===== src/rtl/uart_rx.sv =====
// 8N1 UART receiver: mid-bit sampling from an internal baud counter.
// Emits one-cycle rx_valid per good byte and one-cycle rx_err on a bad stop bit.
module uart_rx #(
    parameter int unsigned CLK_FREQUENCE = 50_000_000,
    parameter int unsigned BAUD_RATE     = 9600
) (
    input  logic       clk,
    input  logic       rst_n,
    input  logic       rx,
    output logic [7:0] rx_data,
    output logic       rx_valid,
    output logic       rx_err,
    output logic       rx_busy
);

    localparam int unsigned BPS_CNT  = CLK_FREQUENCE / BAUD_RATE - 1;
    localparam int unsigned HALF_CNT = BPS_CNT / 2;
    localparam int unsigned BPS_WD   = $clog2(BPS_CNT + 1);

    typedef enum logic [1:0] {
        IDLE  = 2'd0,
        START = 2'd1,
        DATA  = 2'd2,
        STOP  = 2'd3
    } state_t;

    state_t            state;
    state_t            state_c;
    logic              rx_meta;
    logic              rx_s;
    logic              rx_d;
    logic [BPS_WD-1:0] cnt;
    logic [BPS_WD-1:0] cnt_c;
    logic [2:0]        idx;
    logic [2:0]        idx_c;
    logic [7:0]        shift;
    logic [7:0]        shift_c;
    logic [7:0]        data_c;
    logic              valid_c;
    logic              err_c;
    logic              busy_c;
    logic              start_edge_c;
    logic              mid_hit_c;
    logic              bit_hit_c;

    // Two-flop synchronizer plus previous-sample flop for falling-edge detect
    always_ff @(posedge clk or negedge rst_n) begin
        if (!rst_n) begin
            rx_meta <= 1'b1;
            rx_s    <= 1'b1;
            rx_d    <= 1'b1;
        end else begin
            rx_meta <= rx;
            rx_s    <= rx_meta;
            rx_d    <= rx_s;
        end
    end

    assign start_edge_c = rx_d & ~rx_s;
    assign mid_hit_c    = (cnt == BPS_WD'(HALF_CNT));
    assign bit_hit_c    = (cnt == BPS_WD'(BPS_CNT));

    always_ff @(posedge clk or negedge rst_n) begin
        if (!rst_n) begin
            state <= IDLE;
        end else begin
            state <= state_c;
        end
    end

    always_comb begin
        state_c = state;
        case (state)
            IDLE:  if (start_edge_c) state_c = START;
            START: if (mid_hit_c) state_c = rx_s ? IDLE : DATA;
            DATA:  if (bit_hit_c && (idx == 3'd7)) state_c = STOP;
            STOP:  if (bit_hit_c) state_c = IDLE;
            default: state_c = IDLE;
        endcase
    end

    // Next values for counter, shifter and the registered outputs
    always_comb begin
        cnt_c   = '0;
        idx_c   = idx;
        shift_c = shift;
        data_c  = rx_data;
        valid_c = 1'b0;
        err_c   = 1'b0;
        busy_c  = (state_c != IDLE);
        if ((state != IDLE) && (state_c == state)) begin
            cnt_c = cnt + BPS_WD'(1);
        end
        case (state)
            START: begin
                if (mid_hit_c && !rx_s) idx_c = 3'd0;
            end
            DATA: begin
                if (bit_hit_c) begin
                    shift_c = {rx_s, shift[7:1]};
                    idx_c   = idx + 3'd1;
                    cnt_c   = '0;
                end
            end
            STOP: begin
                if (bit_hit_c) begin
                    if (rx_s) begin
                        data_c  = shift;
                        valid_c = 1'b1;
                    end else begin
                        err_c = 1'b1;
                    end
                end
            end
            default: ;
        endcase
    end

    always_ff @(posedge clk or negedge rst_n) begin
        if (!rst_n) begin
            cnt      <= '0;
            idx      <= 3'd0;
            shift    <= 8'h00;
            rx_data  <= 8'h00;
            rx_valid <= 1'b0;
            rx_err   <= 1'b0;
            rx_busy  <= 1'b0;
        end else begin
            cnt      <= cnt_c;
            idx      <= idx_c;
            shift    <= shift_c;
            rx_data  <= data_c;
            rx_valid <= valid_c;
            rx_err   <= err_c;
            rx_busy  <= busy_c;
        end
    end

endmodule


===== config.mk =====
export PLATFORM = sky130hd
export DESIGN_NAME = uart_rx
export DESIGN_NICKNAME = d
export VERILOG_FILES = /design/src/rtl/uart_rx.sv
export SDC_FILE = /design/constraint.sdc
export NUM_CORES = 1
export LEC_CHECK = 0
export CORE_ASPECT_RATIO = 0.8
export CORE_MARGIN = 2
export CORE_UTILIZATION = 55
export DETAILED_ROUTE_END_ITERATION = 12
export DONT_BUFFER_PORTS = 1
export HOLD_SLACK_MARGIN = 0.08
export PLACE_DENSITY = 0.71
export SLEW_MARGIN = 10
export SYNTH_ARGS = -nofsm -noshare
export SYNTH_HDL_FRONTEND = slang
export SYNTH_SLANG_ARGS = --single-unit

===== constraint.sdc =====
create_clock -name clk -period 3.85 [get_ports clk]
set_clock_uncertainty 0.05 [all_clocks]
set_input_delay 0.77 -clock clk [delete_from_list [all_inputs] [get_ports clk]]
set_output_delay 0.77 -clock clk [all_outputs]
set_load 0.02 [all_outputs]

==> impl_metrics.csv <==
group,metric,value,unit
layout,antenna_cells,0,
clocking,cts_post_setup_buffers_inserted,0,
worst_setup_path,arrival,2310,ps
floorplan,start_util,57.77,%
timing,fmax,0.4474,GHz
layout,drive_above_1_share,20.27,%
worst_setup_path,critical_path.cell_chain,"ha_1, nor4b_1, a31oi_1, a21oi_1, nor2_1",
clocking,worst_setup_hold_path_clk_slew,70,ps
clocking,postCtsResizedCells,0,
grt,grt_first_pass_wirelength,4657,um
detailed_routing,detailedRoute.firstPassIterationCount,4,
clocking,clock_latency_at_the_later_pin_of_the_worst_skew_pair,280,ps
timing,grt_setup_unrepaired,"false",
detailed_routing,average_wire_per_cell_in_the_routed_design,15.31,um
outcome,run_status,"finished clean",
worst_setup_path,critPathMaxStageDelay,650,ps
placed_design,count_of_buffers_from_port_buffering,0,
power_and_ir_drop,leakagePower,0.8993,nW
grt,grt_start_max_net_pins,41,
timing,setup_total_negative_slack,0,ps
grt,grt_use_total,17.90,%
layout,mostFrequentLayoutCells,"dfrtp_1 (37), nor2_1 (14), mux2_2 (9), xnor2_1 (7), mux2_4 (7)",
timing,final-setup-viol-count,0,
timing,tmin_final,2235,ps
synthesis,synth_seq_area_share,55.96,%
run,max_cap_violations,0,
worst_setup_path,setup.worst_path.start_class,"register",
clocking,tritoncts.num_buffers,5,
synthesis,yosysUniqueCellTypes,36,
worst_setup_path,critical_path_class,"reg2reg",
clocking,cts.root.buffer_cell,"clkbuf_8",
detailed_routing,vias,1038,
synthesis,yosys_most_used_dff,"dfrtp_1",
timing,finalHoldViolCount,0,
worst_setup_path,timing.critical_path.required,3920,ps
clocking,htree_num_levels,2,
timing,post-route-period-util,58.06,%
worst_setup_path,r2r_worst_path_depth,5,
placed_design,place.gp.congestion,0.8780,
power_and_ir_drop,powerDensity,464.9,nW/um^2
floorplan,die_height,55.11,um
layout,final_common_cell,"dfrtp_1",
grt,via_count_of_the_first_global_routing_pass,991,
floorplan,floorplan.rows,18,
synthesis,async_sr_flop_fraction,100.0,%
clocking,clkSinkCount,40,
synthesis,synth_instances,144,
floorplan,die_w,67.88,um
detailed_routing,routed_via_density,5.521,
layout,area_growth_syn_to_layout,7.387,%
synthesis,syn-mean-instance-area,12.47,um^2
floorplan,die_area,3741,um^2
worst_setup_path,worstPathMaxFanout,11,
synthesis,yosys_register_bits,40,
worst_setup_path,critPathCaptureType,"register",
detailed_routing,post-route-drc-count,0,
worst_setup_path,slowest_stage,"a21oi_1",
timing,slew-limit-headroom,47.98,%
clocking,max-clock-path-buffers,2,
timing,slew_viol_final,0,
synthesis,postSynthNetCount,150,
hold_path,hold_class,"in2async",
timing,setup_slack,1615,ps
detailed_routing,ant_nets,0,
placed_design,place_hpwl,2021,um
grt,grt.overflow.total,0,
synthesis,synth.yosys.warnings,0,
detailed_routing,initialDrtViolationCount,37,
clocking,cts.hold.buffers_added,0,
detailed_routing,drt_wl_total,2879,um
synthesis,number_of_enable_type_register_cells_in_the_synthesized_netlist,0,
synthesis,total_standard_cell_area_after_synthesis,1795,um^2
power_and_ir_drop,worst_voltage_drop_across_the_vdd_grid,0.0003345,V
placed_design,placement.setup.worst_slack,1634,ps
timing,timing_worst_slew_pin_value,780.3,ps
clocking,cts_tree,"done",
floorplan,design.portCount,14,
grt,antenna_found_initial,0,
layout,finalNetCount,153,
floorplan,fp.coreArea,3108,um^2
logic make-up after synthesis:
logic type	Yosys count	share of synthesized area (%)
adder cells (fa/ha/maj)	3	2.091
flip-flops	40	55.96
multiplexers	18	12.61
buffers and inverters	10	2.647
AO/OA/AOI/OAI	11	3.415
XOR/XNOR	11	5.366
AND/OR/NAND/NOR	51	17.91
where the power goes:
group / internal [W] / switching [W]
registers: 0.000451 / 0.0000446
clock network: 0.000192 / 0.000134
logic: 0.0000354 / 0.0000400
total: 0.000678 / 0.000218
routing by layer:
layer | global-route usage, % | part of all wire, % | vias to the layer above | routed length [um]
met5 | 0 | 0 | - | 0
met4 | 8.667 | 1.3 | 0 | 38
met3 | 5.466 | 4.0 | 4 | 114
met2 | 26.47 | 45 | 16 | 1287
met1 | 24.18 | 50 | 510 | 1438
li1 | - | - | 508 | -
Yosys cell counts, types with 3 or more instances:
master,count,area (um^2)
dfrtp_1,37,925.9
nor2_1,14,52.55
mux2_2,9,101.4
mux2_4,7,105.1
xnor2_1,7,61.31
inv_1,6,22.52
nand2_1,6,22.52
o21ai_0,6,30.03
nand3_1,5,25.02
nor3_1,5,25.02
xor2_1,4,35.03
dfstp_2,3,78.83
ha_1,3,37.54
nand4_1,3,18.77
nor2b_1,3,18.77
through the flow:
step                      area (um^2)  util [%]  hold slack [ps]  power (W)  std cells
after floorplan                  1795         -            295.2  0.0005584        144
after global placement           1821     58.57            300.7  0.0005705        180
after detailed placement         1821     58.57            299.4  0.0005772        180
after CTS                        1928     62.04            116.1  0.0009040        188
after global routing             1928     62.04            97.58  0.0009434        188
final                            1928     62.04            123.9  0.0008963        188
critical path: cells and delay by family (launching register included):
family	cells	cell delay [ps]
compound gates	2	830
simple gates	2	550
flops	1	410
fa+ha+maj	1	240
worst paths after layout:
check / slack, ps / start / endpoint
max: 1610 / cnt[0] / cnt[5]
min: 120 / rst_n / cnt[6]
max reg2reg: 1610 / cnt[0] / cnt[5]
min reg2reg: 310 / rx_meta / rx_s
max in group asynchronous: 3450 / rst_n / rx_d
min in group clk: 310 / rx_meta / rx_s
flip-flops by register name, indices dropped and copies added, names as in the netlist:
name and cells:
cnt 13, rx_valid 1, rx_d 1, rx_err 1, shift 8, state 2, rx_meta 1, rx_data 8
idx 3, rx_busy 1, rx_s 1
cell type report:
class | instances | area (um^2)
clock inverters | 2 | 35.03
well taps | 40 | 50.05
inverters | 6 | 22.52
clock buffers | 6 | 72.57
flip-flops and latches | 40 | 1005
multi-input cells | 94 | 743.2
fillers | 231 | 1180
Note: power is estimated with default switching activity, not from simulation.
